### config.mk
export PLATFORM = sky130hd
export DESIGN_NAME = operand_stage
export DESIGN_NICKNAME = d
export VERILOG_FILES = /design/src/rtl/operand_stage_pkg.sv /design/src/rtl/operand_stage_register_file.sv /design/src/rtl/operand_stage.sv
export SDC_FILE = /design/constraint.sdc
export NUM_CORES = 2
export LEC_CHECK = 0
export ABC_AREA = 1
export ABC_CLOCK_PERIOD_IN_PS = 35800
export CORE_MARGIN = 4
export CORE_UTILIZATION = 40
export DETAILED_ROUTE_END_ITERATION = 6
export HOLD_SLACK_MARGIN = 0.08
export PLACE_DENSITY = 0.63
export SETUP_SLACK_MARGIN = 0.1
export SLEW_MARGIN = 25
export SYNTH_ARGS = -nofsm -noshare
export SYNTH_HDL_FRONTEND = slang
export SYNTH_HIERARCHICAL = 1
export SYNTH_SLANG_ARGS = --single-unit
### constraint.sdc
create_clock -name clk -period 35.8 [get_ports clk]
set_input_delay 5.37 -clock clk [delete_from_list [all_inputs] [get_ports clk]]
set_output_delay 5.37 -clock clk [all_outputs]
set_load 0.03 [all_outputs]
### src/rtl/operand_stage_pkg.sv
// Shared datapath types and ALU operation codes for the operand stage and its register file.
package operand_stage_pkg;

    localparam int DATA_PATH_WIDTH     = 32;
    localparam int ALU_CODE_PATH_WIDTH = 4;
    localparam int REG_NUM_PATH_WIDTH  = 5;

    typedef logic [DATA_PATH_WIDTH-1:0]     DataPath;
    typedef logic [ALU_CODE_PATH_WIDTH-1:0] ALUCodePath;
    typedef logic [REG_NUM_PATH_WIDTH-1:0]  RegNumPath;

    localparam ALUCodePath ALU_CODE_ADD = 4'd0;
    localparam ALUCodePath ALU_CODE_SUB = 4'd1;
    localparam ALUCodePath ALU_CODE_AND = 4'd2;
    localparam ALUCodePath ALU_CODE_OR  = 4'd3;
    localparam ALUCodePath ALU_CODE_XOR = 4'd4;
    localparam ALUCodePath ALU_CODE_SLT = 4'd5;
    localparam ALUCodePath ALU_CODE_SLL = 4'd6;
    localparam ALUCodePath ALU_CODE_SRL = 4'd7;

    // True when a write lands on a real register and matches the given read index.
    function automatic logic write_hits(input logic we, input RegNumPath wr_num, input RegNumPath rd_num);
        return we && (wr_num != 5'd0) && (wr_num == rd_num);
    endfunction

endpackage

### src/rtl/operand_stage_register_file.sv
// 2-read/1-write register file with hardwired-zero r0.
// Same-edge write forwarding is enabled by OPERAND_STAGE_WRITE_BYPASS_EN.
module register_file
    import operand_stage_pkg::*;
#(
    parameter int DATA_WIDTH    = DATA_PATH_WIDTH,
    parameter int REG_NUM_WIDTH = REG_NUM_PATH_WIDTH
) (
    input  logic                     clk,
    input  logic                     rst,
    input  logic [REG_NUM_WIDTH-1:0] rdNumA,
    input  logic [REG_NUM_WIDTH-1:0] rdNumB,
    output logic [DATA_WIDTH-1:0]    rdDataA,
    output logic [DATA_WIDTH-1:0]    rdDataB,
    input  logic                     wrEnable,
    input  logic [REG_NUM_WIDTH-1:0] wrNum,
    input  logic [DATA_WIDTH-1:0]    wrData
);

    localparam int DEPTH = 1 << REG_NUM_WIDTH;

    logic [DATA_WIDTH-1:0] r_regs [DEPTH];
    logic                  w_hit_a;
    logic                  w_hit_b;

    // Register storage; r0 is never written so its reads stay zero.
    always_ff @(posedge clk or posedge rst) begin
        if (rst) begin
            for (int i = 0; i < DEPTH; i++) begin
                r_regs[i] <= '0;
            end
        end else if (wrEnable && (wrNum != '0)) begin
            r_regs[wrNum] <= wrData;
        end
    end

`ifdef OPERAND_STAGE_WRITE_BYPASS_EN
    assign w_hit_a = wrEnable && (wrNum != '0) && (wrNum == rdNumA);
    assign w_hit_b = wrEnable && (wrNum != '0) && (wrNum == rdNumB);
`else
    assign w_hit_a = 1'b0;
    assign w_hit_b = 1'b0;
`endif

    assign rdDataA = (rdNumA == '0) ? '0 : (w_hit_a ? wrData : r_regs[rdNumA]);
    assign rdDataB = (rdNumB == '0) ? '0 : (w_hit_b ? wrData : r_regs[rdNumB]);

endmodule

### src/rtl/operand_stage.sv
// Operand fetch stage: register-file read, immediate select and a one-entry output latch.
// Build option OPERAND_STAGE_WRITE_BYPASS_EN forwards same-edge writeback data to the reads.
module operand_stage
    import operand_stage_pkg::*;
#(
    parameter int DATA_WIDTH    = DATA_PATH_WIDTH,
    parameter int REG_NUM_WIDTH = REG_NUM_PATH_WIDTH,
    parameter int CODE_WIDTH    = ALU_CODE_PATH_WIDTH
) (
    input  logic                     clk,
    input  logic                     rst,
    input  logic                     inValid,
    output logic                     inReady,
    input  logic [REG_NUM_WIDTH-1:0] rsNum,
    input  logic [REG_NUM_WIDTH-1:0] rtNum,
    input  logic [REG_NUM_WIDTH-1:0] dstNum,
    input  logic [DATA_WIDTH-1:0]    imm,
    input  logic                     useImm,
    input  logic [CODE_WIDTH-1:0]    inCode,
    input  logic                     wrEnable,
    input  logic [REG_NUM_WIDTH-1:0] wrNum,
    input  logic [DATA_WIDTH-1:0]    wrData,
    output logic                     outValid,
    input  logic                     outReady,
    input  logic                     flush,
    output logic [DATA_WIDTH-1:0]    aluInA,
    output logic [DATA_WIDTH-1:0]    aluInB,
    output logic [CODE_WIDTH-1:0]    aluCode,
    output logic [REG_NUM_WIDTH-1:0] outDstNum
);

    logic                     r_valid;
    logic [DATA_WIDTH-1:0]    r_a;
    logic [DATA_WIDTH-1:0]    r_b;
    logic [CODE_WIDTH-1:0]    r_code;
    logic [REG_NUM_WIDTH-1:0] r_dst;
    logic [DATA_WIDTH-1:0]    w_rd_a;
    logic [DATA_WIDTH-1:0]    w_rd_b;
    logic                     w_accept;

    register_file #(
        .DATA_WIDTH    (DATA_WIDTH),
        .REG_NUM_WIDTH (REG_NUM_WIDTH)
    ) u_register_file (
        .clk      (clk),
        .rst      (rst),
        .rdNumA   (rsNum),
        .rdNumB   (rtNum),
        .rdDataA  (w_rd_a),
        .rdDataB  (w_rd_b),
        .wrEnable (wrEnable),
        .wrNum    (wrNum),
        .wrData   (wrData)
    );

    assign inReady  = !r_valid || outReady;
    assign w_accept = inValid && inReady && !flush;

    // Output latch: flush wins, then accept (replaces a draining entry), then drain.
    always_ff @(posedge clk or posedge rst) begin
        if (rst) begin
            r_valid <= 1'b0;
            r_a     <= '0;
            r_b     <= '0;
            r_code  <= '0;
            r_dst   <= '0;
        end else if (flush) begin
            r_valid <= 1'b0;
        end else if (w_accept) begin
            r_valid <= 1'b1;
            r_a     <= w_rd_a;
            r_b     <= useImm ? imm : w_rd_b;
            r_code  <= inCode;
            r_dst   <= dstNum;
        end else if (outReady) begin
            r_valid <= 1'b0;
        end
    end

    assign outValid  = r_valid;
    assign aluInA    = r_a;
    assign aluInB    = r_b;
    assign aluCode   = r_code;
    assign outDstNum = r_dst;

endmodule

==> flow_metrics.tcl <==
set metrics [dict create \
    crit_path_frequent_cell "clkdlybuf4s50_1" \
    syn_area_per_cell_um2 6.85 \
    synth_edf_count 0 \
    arrival_ns 7.43 \
    worstPathMaxFanout 44 \
    rsz0062_at_grt "false" \
    switching_share_pct 32.6 \
    slew_violations 0 \
    p_per_area_mw_per_mm2 55.3 \
    drv_cap 0 \
    startpoint_type "input pin" \
    synth_area_mm2 0.0597 \
    power_frac_seq_pct 45.4 \
    skew_ns 0.0306 \
    cp_slowest_stage_delay_ns 0.83 \
    initial_core_util_pct 40.4 \
    worst-path-buf-inv 3 \
    layout-drive-gt1-share_pct 4.00 \
    final_common_cell "nand2_1" \
    cts_resized 0 \
    area_growth_pct 10.0 \
    yosysSeqAreaShare_pct 46.0 \
    fmax_ghz 0.0781 \
    io_buffers 169 \
    place_hpwl_mm 120 \
    crit_type "input pin to output port" \
    period_needed_ns 12.80 \
    pre_cts_slack_ns 23.03 \
    gr-total-overflow 0 \
    io_pins 170 \
    post_cts.repair.setup_buffers 0 \
    row_count 141 \
    first_iter_violations 8409 \
    holdBufCountCts 0 \
    cts_tree "yes" \
    netlist_instances 8724 \
    hp-class "flip-flop to flip-flop" \
    grt_usage_pct 29.2 \
    cp.required_ns 30.43 \
    place.gp.congestion 0.834 \
    hold-worst-slack_ns 0.399 \
    die_area_mm2 0.156 \
    setup_slack_ns 23.00 \
    grt_max_degree 185 \
    layout_common_cells "3,533 x nand2_1, 1,415 x nand3_1, 1,098 x dfrtp_1, 1,007 x o21ai_0, 461 x nor2_1" \
    status "completed" \
    p_leak_nw 30.7 \
    cp_cell_sequence "clkdlybuf4s50_1 > inv_1 > nand2_2 > clkdlybuf4s50_1" \
    firstDrtPassIters 6 \
    clk-insertion-delay-late_ns 0.76 \
    grt_first_pass_wirelength_mm 353 \
    slowest_stage "clkdlybuf4s50_1" \
    vias_per_cell 5.78 \
    synthFlopType "dfrtp_1" \
    numCtsBuffers 121 \
    fin_nets 8424 \
    core-area_mm2 0.148 \
    finalPower_w 0.00363 \
    syn-num-nets 8819 \
    async_reset_ff_share_pct 100 \
    setup_viol 0 \
    detail-route-antenna-nets 0 \
    setup-tns-final_ns 0 \
    p_sw_w 0.00118 \
    intPower_w 0.00245 \
    max-slew-margin-rel_pct 17.7 \
    crit_path_end_kind "output port" \
    p_comb_share_pct 20.4 \
    via_count 59891 \
    pwr-share-clk_pct 34.2 \
    synth-seq-cells 1098 \
    clock_path_buffers 3 \
    clk_pin_slew_ns 0.06 \
    tightest_slew_ns 1.23 \
    grt_pass1_vias 55835 \
    peakVddDrop_uv 45.1 \
    fin_crit_sh_pct 35.7 \
    ys_types 23 \
    antenna_found_initial 8 \
    wl_mm 234 \
    final_util_pct 44.4 \
    die_h_um 394 \
    cp_top_family "buffers and inverters" \
    post-route-drc-count 0 \
    cts-root-buf "clkbuf_16" \
    die-width_um 394 \
    yosysWarnings 6 \
    avgRoutedWirePerCell_um 22.6 \
    htreeDepth 3 \
    hold_viol 0 \
    clock_sinks 1098 \
]
final timing paths:
check	startpoint	endpoint	slack (ns)	depth (start not counted)
max in group asynchronous	rst	u_register_file/r_regs[727]	27.48	5
setup / recovery	outReady	inReady	23.00	4
hold reg to reg	u_register_file/r_regs[1023]	u_register_file/r_regs[1023]	0.40	0
min in group asynchronous	rst	u_register_file/r_regs[704]	5.24	2
setup reg to reg	u_register_file/r_regs[334]	aluInA[14]	33.54	10
hold / removal	u_register_file/r_regs[1023]	u_register_file/r_regs[1023]	0.40	0
final cells by class:
| type | instances | area, um2 |
|---|---|---|
| Antenna cell | 1 | 2.50 |
| Clock buffer | 189 | 3570 |
| Clock inverter | 27 | 274 |
| Fill cell | 14942 | 82300 |
| Inverter | 119 | 503 |
| Multi-Input combinational cell | 6725 | 28900 |
| Sequential cell | 1098 | 27500 |
| Tap cell | 1930 | 2410 |
| Timing Repair Buffer | 264 | 2600 |
registers in the layout (all words and copies together) (netlist names):
| name | cells |
|---|---|
| aluInB | 32 |
| outDstNum | 5 |
| outValid | 1 |
| aluInA | 32 |
| u_register_file/r_regs | 1024 |
| aluCode | 4 |
through the flow:
stage,cell area [um2],std cells
floorplan,59700,8724
global placement,61700,10131
detailed placement,61700,10134
CTS,65600,10350
global route,65700,10352
finish,65700,10353
cells by family (layout without fill, tap and decap cells):
| logic type | count (synthesis) | count (layout) | share of synthesized area [%] |
|---|---|---|---|
| flip-flops | 1098 | 1098 | 46.0 |
| AND/OR/NAND/NOR | 5458 | 5458 | 37.4 |
| AO/OA/AOI/OAI | 1267 | 1267 | 10.6 |
| buffers and inverters | 901 | 599 | 5.96 |
| other | 0 | 1 | 0 |
synthesized netlist by cell type, types with 7 or more instances:
cell,number,area share (%)
dfrtp_1,1098,46
inv_1,107,0.67
inv_2,7,0.044
buf_2,101,0.85
buf_1,75,0.47
nor2_1,462,2.9
a21oi_1,255,2.1
clkbuf_1,595,3.7
o21ai_0,1007,8.4
nand2_1,3555,22
nor3_1,9,0.075
nand3_1,1417,12
buf_4,8,0.10
layer usage:
layer | global-route usage, % | wire, um
met1 | 39.8 | 95400
met3 | 5.96 | 24800
met5 | 0 | 42
met4 | 14.1 | 13000
met2 | 44.2 | 100000
power by group through the flow:
stage	clock (W)	combinational (W)	sequential, W
2_1_floorplan	0	0.000504	0.00166
3_3_place_gp	0	0.000715	0.00165
3_5_place_dp	0	0.000731	0.00166
4_1_cts	0.00126	0.000733	0.00164
5_1_grt	0.00131	0.000841	0.00168
6_report	0.00124	0.000741	0.00165
Note: power is estimated with default switching activity, not from simulation.
